**src/rtl/oam_line_scanner.sv**
```systemverilog
// oam_line_scanner
// Reads every OAM entry during horizontal blanking and keeps the first SLOTS
// enabled objects that overlap the next scanline in a shadow buffer. At the
// end of each line the shadow buffer moves into the active buffer. During
// active video the active buffer is searched per pixel. The highest-priority
// (lowest slot) object covering x is presented as a registered 32-bit word.
module oam_line_scanner #(
  parameter int OAM_DEPTH = 8,
  parameter int SLOTS     = 4,
  parameter int TILE_W    = 32,
  parameter int TILE_H    = 32,
  parameter int H_VISIBLE = 640,
  parameter int H_TOTAL   = 800,
  parameter int V_TOTAL   = 525
) (
  input  logic                         clk,
  input  logic                         rst,
  input  logic [9:0]                   x,
  input  logic [9:0]                   y,
  input  logic                         video_on,
  input  logic [31:0]                  oam_rd_data,
  output logic [$clog2(OAM_DEPTH)-1:0] oam_addr,
  output logic [31:0]                  oam_data,
  output logic                         line_overflow,
  output logic                         scan_busy
);

  // phase counts 0..OAM_DEPTH; count holds 0..SLOTS
  localparam int PW = $clog2(OAM_DEPTH + 1);
  localparam int CW = $clog2(SLOTS + 1);

  localparam logic [9:0]    X_SCAN    = 10'(H_VISIBLE);
  localparam logic [9:0]    X_SWAP    = 10'(H_TOTAL - 1);
  localparam logic [9:0]    Y_LAST    = 10'(V_TOTAL - 1);
  localparam logic [PW-1:0] PH_LAST   = PW'(OAM_DEPTH);
  localparam logic [PW-1:0] PH_AHOLD  = PW'(OAM_DEPTH - 1);
  localparam logic [CW-1:0] SLOTS_C   = CW'(SLOTS);
  localparam logic [10:0]   TW11      = 11'(TILE_W);
  localparam logic [10:0]   TH11      = 11'(TILE_H);

  typedef enum logic {
    IDLE = 1'b0,
    SCAN = 1'b1
  } state_t;

  state_t        state;
  logic [PW-1:0] phase;
  logic [9:0]    ty;
  logic [CW-1:0] count;
  logic          shadow_ovf;
  logic [31:0]   shadow [SLOTS];
  logic [31:0]   active [SLOTS];

  logic          scan_start;
  logic          swap;
  logic          eval;
  logic          vhit;
  logic          capture;
  logic          drop;
  logic [10:0]   rd_py11;
  logic [10:0]   ty11;

  assign scan_start = (state == IDLE) && (x == X_SCAN);
  assign swap       = (x == X_SWAP);

  // The read data in phase p (p >= 1) belongs to OAM address p-1. A swap
  // edge aborts the scan, and nothing is evaluated on that edge.
  assign eval    = (state == SCAN) && (phase != '0) && !swap;
  assign rd_py11 = {1'b0, oam_rd_data[17:8]};
  assign ty11    = {1'b0, ty};
  assign vhit    = oam_rd_data[28] && (ty11 >= rd_py11) && (ty11 < (rd_py11 + TH11));
  assign capture = eval && vhit && (count < SLOTS_C);
  assign drop    = eval && vhit && (count == SLOTS_C);

  assign scan_busy = (state == SCAN);

  // Scan sequencer: target line latch, address walk, hit count and overflow flag
  always_ff @(posedge clk or posedge rst) begin
    if (rst) begin
      state      <= IDLE;
      phase      <= '0;
      oam_addr   <= '0;
      ty         <= '0;
      count      <= '0;
      shadow_ovf <= 1'b0;
    end else if (swap) begin
      state    <= IDLE;
      phase    <= '0;
      oam_addr <= '0;
    end else if (scan_start) begin
      state      <= SCAN;
      phase      <= '0;
      oam_addr   <= '0;
      count      <= '0;
      shadow_ovf <= 1'b0;
      ty         <= (y == Y_LAST) ? 10'd0 : (y + 10'd1);
    end else if (state == SCAN) begin
      if (capture) begin
        count <= count + CW'(1);
      end
      if (drop) begin
        shadow_ovf <= 1'b1;
      end
      if (phase == PH_LAST) begin
        state    <= IDLE;
        oam_addr <= '0;
      end else begin
        phase <= phase + PW'(1);
        if (phase < PH_AHOLD) begin
          oam_addr <= oam_addr + 1'b1;
        end
      end
    end
  end

  // Shadow buffer: cleared when a scan starts, filled in OAM order by hits
  always_ff @(posedge clk or posedge rst) begin
    if (rst) begin
      for (int i = 0; i < SLOTS; i++) begin
        shadow[i] <= 32'h0;
      end
    end else if (scan_start && !swap) begin
      for (int i = 0; i < SLOTS; i++) begin
        shadow[i] <= 32'h0;
      end
    end else if (capture) begin
      for (int i = 0; i < SLOTS; i++) begin
        if (count == CW'(i)) begin
          shadow[i] <= oam_rd_data;
        end
      end
    end
  end

  // Active buffer and line overflow flag take the shadow contents at line end
  always_ff @(posedge clk or posedge rst) begin
    if (rst) begin
      for (int i = 0; i < SLOTS; i++) begin
        active[i] <= 32'h0;
      end
      line_overflow <= 1'b0;
    end else if (swap) begin
      for (int i = 0; i < SLOTS; i++) begin
        active[i] <= shadow[i];
      end
      line_overflow <= shadow_ovf;
    end
  end

  // Per-slot horizontal coverage of the current pixel. Empty slots are all
  // zero, and their clear enable bit keeps them from claiming a pixel.
  logic [SLOTS-1:0] hhit;
  genvar gi;
  for (gi = 0; gi < SLOTS; gi++) begin : g_hhit
    logic [10:0] px11;
    logic [10:0] x11;
    assign px11      = {1'b0, active[gi][27:18]};
    assign x11       = {1'b0, x};
    assign hhit[gi]  = active[gi][28] && (x11 >= px11) && (x11 < (px11 + TW11));
  end

  // Priority pick: the lowest slot with coverage wins
  logic [31:0] sel;
  always_comb begin
    sel = 32'h0;
    for (int i = SLOTS - 1; i >= 0; i--) begin
      if (hhit[i]) begin
        sel = active[i];
      end
    end
  end

  // Registered pixel word, forced to zero outside the visible area
  always_ff @(posedge clk or posedge rst) begin
    if (rst) begin
      oam_data <= 32'h0;
    end else begin
      oam_data <= video_on ? sel : 32'h0;
    end
  end

endmodule

```
**config.mk**
```make
export PLATFORM = sky130hd
export DESIGN_NAME = oam_line_scanner
export DESIGN_NICKNAME = d
export VERILOG_FILES = /design/src/rtl/oam_line_scanner.sv
export SDC_FILE = /design/constraint.sdc
export NUM_CORES = 1
export LEC_CHECK = 0
export BUFFER_PORTS_ARGS = -buffer_cell sky130_fd_sc_hd__clkbuf_2
export CAP_MARGIN = 20
export CORE_MARGIN = 5
export CORE_UTILIZATION = 55
export CTS_CLUSTER_SIZE = 20
export DETAILED_ROUTE_END_ITERATION = 7
export PLACE_DENSITY = 0.8
export SLEW_MARGIN = 20
export SYNTH_ARGS = -nofsm -noshare
export SYNTH_HDL_FRONTEND = slang
export SYNTH_SLANG_ARGS = --single-unit
```
**constraint.sdc**
```tcl
create_clock -name clk -period 9.6 [get_ports clk]
set_clock_uncertainty 0.15 [all_clocks]
set_input_delay 0.48 -clock clk [delete_from_list [all_inputs] [get_ports clk]]
set_output_delay 0.48 -clock clk [all_outputs]
set_load 0.005 [all_outputs]
```
* After elaboration in Yosys (flattened, before gate mapping)
Index checks and enable logic that the tools add are counted.
** Word-level totals
- Input bits :: 55
- Output and inout port bits :: 37
- Word-level logic and storage cells :: 118
- Flip-flop bits (word level) :: 311
** Cells by class
- Equal/unequal tests :: 9
- Multiplexer cells :: 31
- Bitwise logic cells :: 2
- Add/sub/neg operators :: 9
- Magnitude comparators :: 12
- Reductions and logical operators :: 39
** Operators with widths (number)
- $mux 32 :: 9
- $mux 128 :: 2
- $add 10x6->11 const B :: 5
- $lt 10x11->1 :: 5
- $ge 10x10->1 :: 5
- $eq 10x10->1 const B :: 3
- $mux 3 :: 8
- $logic_and 1x1->1 :: 17
- $mux 4 :: 4
- $reduce_bool 2->1 :: 8
- $reduce_and 2->1 :: 7
- $add 10x1->10 const B :: 1
- $mux 10 :: 1
- $reduce_bool 4->1 :: 2
- $mux 1 :: 7
- $add 3x1->3 const B :: 2
- $eq 3x2->1 const B :: 2
- $reduce_and 3->1 :: 2
- $add 4x1->4 const B :: 1
- $eq 4x4->1 const B :: 1
- $lt 4x3->1 const B :: 1
- $eq 3x1->1 const B :: 1
- $eq 3x3->1 const B :: 1
- $logic_not 3->1 :: 1
- other kinds (5) :: 6

* Logic depth before layout (Yosys ltp)
Gate-level depths: netlist (run 1).
- Word-level depth :: 8
- Mapped depth :: 14
- Depth with buffers taken out :: 12

* Worst setup path before layout (run 1)
No wires, ideal clock.
- Kind :: reg2reg
- Start :: reg active[119] in the netlist's numbering
- End :: reg oam_data[0]
- Stages on the path, launching flop included :: 13
- Period minus slack after synthesis :: 2.752 ns
- Data arrival time :: 2.476 ns
- Slack :: 6.848 ns
- Data required time :: 9.323 ns
- Path buffers :: 1
- Library setup time :: 0.127 ns
- Path through :: dfrtp_1 ha_1 inv_1 ha_1 a21oi_1 nand2_1 o21ai_0 a21oi_1 or4b_4 nor3b_2 buf_6 a22oi_1 o21ai_1
** Between the ends
- Word-level cells in the longest chain between the ends :: 5
- Elaborated cells on any way between the ends :: 7
- Classes of those cells :: 1 x add/sub; 2 x order compare; 2 x mux; 2 x reduce/logical
** RTL lines
- start: declaration :: line 52 : logic [31:0] active [SLOTS];
- start signal: indexed assignment :: line 144 : active[i] <= shadow[i];
- $add 10x6->11 / $ge 10x10->1 (equally long branches) :: line 159 : assign hhit[gi] = active[gi][28] && (x11 >= px11) && (x11 < (px11 + TW11));
- $lt 10x11->1 / $logic_and 1x1->1 (equally long branches) :: line 159
- $logic_and 1x1->1 * :: line 159
- $mux 32 * :: line 167 : if (hhit[i]) begin
- $mux 32 * :: line 178 : oam_data <= video_on ? sel : 32'h0;
- end signal: assignment :: line 178
- end: declaration :: line 23 : output logic [31:0] oam_data,
Mark *: on every way between the ends. The rest lies on a longest branch, timed or not.
A chain may end at the register's enable or synchronous reset.

* Worst setup path in the final report (run 1)
- Start :: reg ty[1]
- End :: reg shadow[44] in the netlist's numbering
** Between the ends
- Word-level cells in the longest chain between the ends :: 7
- Elaborated cells on any way between the ends :: 8
- Classes of those cells :: 2 x order compare; 6 x reduce/logical
** RTL lines
- start: declaration :: line 48 : logic [9:0] ty;
- start signal: assignment :: line 96 : ty <= (y == Y_LAST) ? 10'd0 : (y + 10'd1);
- $ge 10x10->1 :: line 71 : assign vhit = oam_rd_data[28] && (ty11 >= rd_py11) && (ty11 < (rd_py11 + TH11));
- $logic_and 1x1->1 :: line 71
- $logic_and 1x1->1 * :: line 71
- $logic_and 1x1->1 * (2 in a row) :: line 72 : assign capture = eval && vhit && (count < SLOTS_C);
- $reduce_bool 2->1 (no source line) *
- $reduce_and 2->1 (no source line) *
- end signal: indexed assignment :: line 129 : shadow[i] <= oam_rd_data;
- end: declaration :: line 51 : logic [31:0] shadow [SLOTS];
Marked as above.

==> out/qor_table.md, run 1 <==
| Step | Parameter | This run |
| --- | --- | --- |
| outcome | Run status | finished, final reports clean |
| clocking | Clock transition at the registers of the reported paths | 0.06 ns |
| grt | Initial antenna violation count | 1 |
| placement | Placed Instance Area | 15600 sq um |
| worst setup path | FF-to-FF End | shadow[44]$_DFFE_PP0P_ |
| layout | Net count of the finished layout | 1668 |
| hold path | Hold Crit Class | input port to register |
| route | ANT nets after route | 0 |
| worst setup path | Slowest library cell on the worst path | sky130_fd_sc_hd__buf_4 |
| logic synthesis | Number of nets produced by synthesis | 1615 |
| route | Detailed-route DRC error count | 0 |
| worst setup path | Required time at the endpoint of the critical path | 9.88 ns |
| clocking | CTS buffer count | 31 |
| placement | Half-perimeter wire length after placement | 24000 um |
| worst setup path | Worst setup path class | register to register |
| sta | Period utilization | 42.6% |
| sta | Final critical path time including I/O delays and setup | 4.09 ns |
| pwr | Maximum resistive drop on vdd | 0.140 mV |
| die | Die Wd | 175 um |
| hold path | Beginning of the worst hold path | oam_rd_data[6] |
| sta | Peak Freq | 244 MHz |
| placement | Placed cell count | 1830 |
| worst setup path | Source of the critical timing path | ty[1]$_DFFE_PP0P_ |
| route | DR vias/cell | 6.06 |
| worst setup path | Family with the most delay on the worst path | buffers and inverters |
| sta | Setup TNS | 0 ns |
| grt | Global route overflow | 0 |
| sta | Max-slew violation count | 0 |
| die | Initial cell density of the core | 55.8% |
| worst setup path | Worst path arrival time | 4.37 ns |
| hold path | Destination of the worst hold path | shadow[6]$_DFFE_PP0P_ |
| worst setup path | Highest cell delay on the worst timing path | 0.83 ns |
| layout | Cell area after layout | 16700 sq um |
| route | Initial drt markers | 1150 |
| sta | Transition at the pin with the smallest max-transition slack | 0.997 ns |
| layout | N_diodes | 0 |
| pwr | Power consumption | 2.87 mW |
| die | Core area | 26900 sq um |
| die | Site row count | 60 |
| logic synthesis | Synth Cell Area | 15000 sq um |
| placement | Port Buffers | 91 |
| layout | Syn-to-layout area delta | 11.4% |
| layout | Filler cell count in the final layout | 2148 |
| sta | # setup viols final | 0 |
| clocking | Maximum clock insertion buffer count | 3 |
| grt | First-pass GRT wire length | 62200 um |
| logic synthesis | Number of distinct library cells after synthesis | 58 |
| clocking | Clock tree from TritonCTS | done |
| clocking | Buffer type at the clock tree root | sky130_fd_sc_hd__clkbuf_16 |
| worst setup path | Worst Reg2Reg Path Length in Cells | 11 |
| worst setup path | CP startpoint kind | register |
| clocking | H-tree level count | 1 |
| worst setup path | Capturing element type of the critical path | register |
| layout | Fraction of layout instances using a drive strength above 1 | 17.1% |
| die | Boundary Pins | 92 |
| grt | GRT Overall Usage | 24.8% |
| logic synthesis | Average cell area after synthesis | 10.2 sq um |
| logic synthesis | Count of state elements after synthesis | 311 |
| logic synthesis | Commonest cells post-synth | 311 x sky130_fd_sc_hd__dfrtp_1, 199 x sky130_fd_sc_hd__nand2_1, 158 x sky130_fd_sc_hd__o21ai_0 |
| logic synthesis | Top post-synthesis cells by area | sky130_fd_sc_hd__dfrtp_1 52%, sky130_fd_sc_hd__ha_1 7.5%, sky130_fd_sc_hd__mux2_2 6.9% |
| logic synthesis | Yosys warning count | 0 |
| worst setup path | Setup slack on the worst flop-to-flop path | 5.51 ns |
| sta | RSZ-0062 raised after global routing | no |
| logic synthesis | Number of flops mapped to enable cells by yosys | 0 |
| sta | Number of hold-slack violations in the final timing report | 0 |
| die | Die area | 30700 sq um |
| pwr | Power per standard cell area | 172 nW/um^2 |
| route | Via count | 11400 |
| logic synthesis | Post-synthesis instance total | 1470 |
| hold path | Worst Hold Depth | 3 |
| route | Average detailed-routed wire length per instance | 20.2 um |
| worst setup path | Critical-path maximum fanout | 95 |
| flow run | Number of maximum-capacitance constraint violations | 0 |
| grt | Number of global-route vias before repair | 11600 |
| route | Number of detailed-routing iterations run before antenna repair | 8 |
| die | Vertical die dimension | 175 um |
| clocking | Resize count post-CTS | 0 |
| logic synthesis | Most instantiated flip-flop cell in the synthesis netlist | sky130_fd_sc_hd__dfrtp_1 |
| layout | Count of placed standard cells in the final layout, fillers left out | 1888 |
| worst setup path | Critical-path cell list | ha_1, nor2b_1, o21a_1, o21ai_0, a211oi_1, o31ai_2, and4_4, buf_4, and2_1, buf_4, o21ai_0 |
| logic synthesis | Proportion of netlist area held by the largest area contributor | 51.9% |
| logic synthesis | Most instantiated library cell after synthesis | sky130_fd_sc_hd__dfrtp_1 |
| sta | Worst relative slew slack | 33.5% |
| logic synthesis | Portion of the post-synthesis area used by sequential elements | 51.9% |
| clocking | Clk Latency, worst-skew pair | 0.57 ns |
| layout | Share of the core filled with cells | 62.2% |
| logic synthesis | Dominant cell type by area after synthesis | sky130_fd_sc_hd__dfrtp_1 |
| worst setup path | Crit Reg-Reg Startpoint | ty[1]$_DFFE_PP0P_ |
| route | Wire length reported by the detailed router | 38100 um |
| pwr | Leakage power figure | 8.30 nW |
| clocking | Clock sink total | 311 |
| placement | Final Wtd Congestion | 0.906 |
| logic synthesis | Proportion of register bits with asynchronous set or reset after synthesis | 100% |
| worst setup path | WP buf/inv | 2 |
| grt | Maximum number of pins on one net before global-route repair | 153 |
## sequential cells by signal, summed over array words and instances (netlist names), 3 cells and up
signal	count
oam_data	32
active	128
oam_addr	3
ty	10
shadow	128
phase	4
count	3
## cell usage in the layout (no fill, tap or decap), drive strengths merged, types with 36 or more instances in the layout
master  netlist  routed
clkbuf       49     135
inv          67      69
nor2         36      36
o21ai       221     221
a21oi        37      37
nand2       199     199
nand3       142     142
mux2         92      92
dfrtp       311     311
ha           90      90
## layer usage
metal / routed length [um] / vias up / global-route usage [%]
met5: 12 / - / 0
met4: 749 / 2 / 6.25
met3: 2990 / 82 / 4.07
met2: 17700 / 496 / 39.3
met1: 16700 / 5634 / 36.1
li1: - / 5234 / -
## worst max path at each step
stage | endpoint | slack, ns | cells after the start
floorplan | active[0]$_DFFE_PP0N_ | 0.37 | 1
global placement | shadow[42]$_DFFE_PP0P_ | 5.29 | 13
global route | shadow[37]$_DFFE_PP0P_ | 5.18 | 11
finish | shadow[44]$_DFFE_PP0P_ | 5.51 | 11
detailed placement | shadow[44]$_DFFE_PP0P_ | 5.20 | 13
CTS | shadow[48]$_DFFE_PP0P_ | 5.53 | 11
## power breakdown
part	internal (mW)	switching, mW	leakage (nW)
Combinational	0.0911	0.150	3.63
Clock	0.751	0.511	0.532
Sequential	1.34	0.0291	4.14
## worst reg2reg max path, cell delays in order, from the launching register on
cell and delay (ns):
sky130_fd_sc_hd__dfrtp_1 0.38, sky130_fd_sc_hd__ha_1 0.32, sky130_fd_sc_hd__nor2b_1 0.14, sky130_fd_sc_hd__o21a_1 0.16
sky130_fd_sc_hd__o21ai_0 0.15, sky130_fd_sc_hd__a211oi_1 0.12, sky130_fd_sc_hd__o31ai_2 0.27, sky130_fd_sc_hd__and4_4 0.54
sky130_fd_sc_hd__buf_4 0.83, sky130_fd_sc_hd__and2_1 0.28, sky130_fd_sc_hd__buf_4 0.42, sky130_fd_sc_hd__o21ai_0 0.19
## layout make-up
class	instances	area, sq um	area share, %
Inverter	67	264	1.58
Clock buffer	44	885	5.29
Tap cell	341	427	2.55
Timing Repair Buffer	111	608	3.64
Clock inverter	13	188	1.12
Multi-Input combinational cell	1001	6560	39.2
Sequential cell	311	7780	46.6
## cell families after synthesis
| family | share of synthesized area (%) |
|---|---|
| AO/OA/AOI/OAI | 12.8 |
| XOR/XNOR | 1.63 |
| adder cells (fa/ha/maj) | 7.51 |
| buffers and inverters | 4.59 |
| flip-flops | 51.9 |
| multiplexers | 8.71 |
| AND/OR/NAND/NOR | 12.9 |
## what timing repair did
action | 4_1_cts | 5_1_grt
hold buffers | 0 | 1
hold endpoints to repair | 0 | 64
setup buffers | 0 | 0
## metrics by stage
step,hold WS (ns),worst slack (ns)
global route,0.0325,5.18
finish,0.0283,5.51
global placement,0.306,5.29
CTS,0.0180,5.53
detailed placement,0.313,5.20
floorplan,0.295,0.369
Power figures use the tool's default switching activity.
==> run 2, diff against run 1 <==
--- a/config.mk
+++ b/config.mk
@@ -8,10 +8,10 @@
 export BUFFER_PORTS_ARGS = -buffer_cell sky130_fd_sc_hd__clkbuf_2
 export CAP_MARGIN = 20
 export CORE_MARGIN = 5
-export CORE_UTILIZATION = 55
+export CORE_UTILIZATION = 61
 export CTS_CLUSTER_SIZE = 20
 export DETAILED_ROUTE_END_ITERATION = 7
-export PLACE_DENSITY = 0.8
+export PLACE_DENSITY = 0.84
 export SLEW_MARGIN = 20
 export SYNTH_ARGS = -nofsm -noshare
 export SYNTH_HDL_FRONTEND = slang
==> constraint.sdc (replaced) <==
create_clock -name clk -period 4.05 [get_ports clk]
set_clock_uncertainty 0.15 [all_clocks]
set_input_delay 0.2025 -clock clk [delete_from_list [all_inputs] [get_ports clk]]
set_output_delay 0.2025 -clock clk [all_outputs]
set_load 0.005 [all_outputs]
==> run 2 against run 1 <==
Compared with the run above:
- non-clock buffer count rose by 58
- routed wire length rose by 4.6%
- sequential share of layout area fell by 1.4 points
- via count rose by 5.1%
- largest power group unchanged
==> out/qor_table.md, run 2 (synthesis results as in run 1) <==
| Step | Parameter | This run |
| --- | --- | --- |
| outcome | Run status | finished, final reports clean |
| die | Die area | 27800 sq um |
| layout | Net count of the finished layout | 1726 |
| grt | Number of global-route vias before repair | 12300 |
| sta | Setup TNS | 0 ns |
| flow run | Number of maximum-capacitance constraint violations | 0 |
| worst setup path | Capturing element type of the critical path | register |
| worst setup path | Critical-path cell list | ha_1, nand3_1, xnor2_1, ha_1, o22ai_1, nor4_1, o31ai_1, o2bb2ai_1, nand4_1, nor3b_4, buf_4, a22oi_1, o21ai_1 |
| clocking | Clk Latency, worst-skew pair | 0.58 ns |
| worst setup path | Required time at the endpoint of the critical path | 4.39 ns |
| sta | RSZ-0062 raised after global routing | no |
| sta | Peak Freq | 297 MHz |
| clocking | Buffers inserted during post-CTS setup optimization | 0 |
| sta | Transition at the pin with the smallest max-transition slack | 0.884 ns |
| worst setup path | WP buf/inv | 1 |
| placement | Half-perimeter wire length after placement | 24900 um |
| pwr | Leakage power figure | 8.52 nW |
| worst setup path | Most repeated library cell on the critical path | sky130_fd_sc_hd__ha_1 |
| worst setup path | Worst path depth | 13 |
| pwr | Maximum resistive drop on vdd | 0.355 mV |
| worst setup path | CP startpoint kind | register |
| pwr | Power per standard cell area | 385 nW/um^2 |
| worst setup path | Crit Reg-Reg Startpoint | active[87]$_DFFE_PP0N_ |
| clocking | # hold bufs at CTS | 54 |
| sta | Worst relative slew slack | 41.1% |
| die | Vertical die dimension | 167 um |
| clocking | CTS buffer count | 31 |
| layout | N_diodes | 0 |
| route | Number of detailed-routing iterations run before antenna repair | 6 |
| worst setup path | Family with the most delay on the worst path | simple AND/OR/NAND/NOR gates |
| pwr | Sw Ratio | 24.7% |
| pwr | Part of the power in the clock network | 41.8% |
| placement | Port Buffers | 91 |
| layout | Syn-to-layout area delta | 14.8% |
| worst setup path | Source of the critical timing path | active[87]$_DFFE_PP0N_ |
| route | Average detailed-routed wire length per instance | 20.7 um |
| route | ANT nets after route | 0 |
| sta | Max-slew violation count | 0 |
| die | Core area | 24200 sq um |
| worst setup path | Setup slack on the worst flop-to-flop path | 0.68 ns |
| worst setup path | Slowest library cell on the worst path | sky130_fd_sc_hd__nor3b_4 |
| clocking | Clock sink total | 311 |
| pwr | Sequential cell fraction of total power | 48.8% |
| worst setup path | Critical-path maximum fanout | 22 |
| sta | Final-layout worst hold slack | 0.0726 ns |
| sta | Number of hold-slack violations in the final timing report | 0 |
| pwr | NetSw | 1.64 mW |
| sta | Final critical path time including I/O delays and setup | 3.37 ns |
| die | Site row count | 57 |
| clocking | Resize count post-CTS | 0 |
| route | Initial drt markers | 1234 |
| layout | Top Registers | active x128, shadow x128, oam_data x32 |
| clocking | H-tree level count | 1 |
| route | Wire length reported by the detailed router | 39900 um |
| clocking | Maximum clock insertion buffer count | 3 |
| grt | Maximum number of pins on one net before global-route repair | 163 |
| worst setup path | Worst Reg2Reg Path Length in Cells | 13 |
| worst setup path | Worst setup path class | register to register |
| route | Via count | 12000 |
| hold path | Hold Crit Class | input port to register |
| sta | # setup viols final | 0 |
| worst setup path | Highest cell delay on the worst timing path | 0.48 ns |
| layout | Fraction of layout instances using a drive strength above 1 | 16.6% |
| worst setup path | Endpoint of the most critical setup path | oam_data[5]$_DFF_PP0_ |
| die | Die Wd | 167 um |
| die | Boundary Pins | 92 |
| route | Detailed-route DRC error count | 0 |
| sta | Period utilization | 83.1% |
| worst setup path | Worst path arrival time | 3.71 ns |
| grt | GRT Overall Usage | 28.5% |
| clocking | Clock tree from TritonCTS | done |
| pwr | Internal power summed over all cells | 4.99 mW |
| grt | First-pass GRT wire length | 64800 um |
| clocking | Buffer type at the clock tree root | sky130_fd_sc_hd__clkbuf_16 |
| layout | Highest-count cells in the layout ignoring fill and taps | 311 x sky130_fd_sc_hd__dfrtp_1, 199 x sky130_fd_sc_hd__nand2_1, 158 x sky130_fd_sc_hd__o21ai_0 |
| worst setup path | FF-to-FF End | oam_data[5]$_DFF_PP0_ |
| clocking | Clock transition at the registers of the reported paths | 0.06 ns |
| pwr | Share of total power in combinational logic | 9.3% |
| route | DR vias/cell | 6.25 |
| grt | Global route overflow | 0 |
| die | Initial cell density of the core | 61.9% |
| layout | Filler cell count in the final layout | 1684 |
| grt | Initial antenna violation count | 1 |
| layout | Most common cell after layout, fill and taps aside | sky130_fd_sc_hd__dfrtp_1 |
| placement | Final Wtd Congestion | 0.890 |
-- run 2: layer usage --
layer / track usage (%) / up-vias / routed length, um
met5: 0 / - / 0
li1: - / 5351 / -
met2: 45.7 / 615 / 18900
met4: 9.68 / 0 / 1170
met3: 5.64 / 98 / 3530
met1: 39.4 / 5968 / 16300
-- run 2: worst min-delay path by stage --
stage	slack [ns]	from	to	cells after the start
final	0.07	y[1]	ty[1]$_DFFE_PP0P_	5
after global routing	0.10	y[1]	ty[1]$_DFFE_PP0P_	5
after CTS	0.02	y[1]	ty[1]$_DFFE_PP0P_	5
after detailed placement	0.31	shadow[92]$_DFFE_PP0P_	shadow[92]$_DFFE_PP0P_	1
after global placement	0.30	rst	oam_data[11]$_DFF_PP0_	3
after floorplan	0.14	y[0]	ty[0]$_DFFE_PP0P_	1
-- run 2: metrics by stage --
stage	utilization (%)	setup WS, ns	std cells	power, mW	instance area, sq um
floorplan	-	-0.443	1470	3.65	15000
global placement	64.7	0.853	1818	3.83	15700
detailed placement	64.8	0.816	1818	3.87	15700
CTS	71.0	0.713	1926	6.64	17200
global route	71.0	0.512	1926	6.88	17200
finish	71.0	0.685	1926	6.63	17200
-- run 2: tightest hold or removal path, stage by stage --
cell,delay (ns)
sky130_fd_sc_hd__clkbuf_2,0.14
sky130_fd_sc_hd__inv_1,0.08
sky130_fd_sc_hd__ha_1,0.15
sky130_fd_sc_hd__inv_1,0.04
sky130_fd_sc_hd__o21ai_0,0.15
-- run 2: cell type report --
type                            instances  area [sq um]  share of cell area, %
Multi-Input combinational cell       1001          6570                   38.1
Inverter                               67           255                   1.48
Timing Repair Buffer                  169          1240                   7.19
Sequential cell                       311          7780                   45.2
Clock buffer                           45           878                   5.10
Tap cell                              324           405                   2.35
Clock inverter                          9          95.1                  0.552
-- run 2: power by group through the flow --
stage | logic [mW] | clock network [mW] | registers [mW]
after floorplan | 0.383 | 0 | 3.27
after global placement | 0.545 | 0 | 3.29
after detailed placement | 0.574 | 0 | 3.29
after CTS | 0.617 | 2.79 | 3.24
after global routing | 0.699 | 2.94 | 3.24
final | 0.619 | 2.77 | 3.24
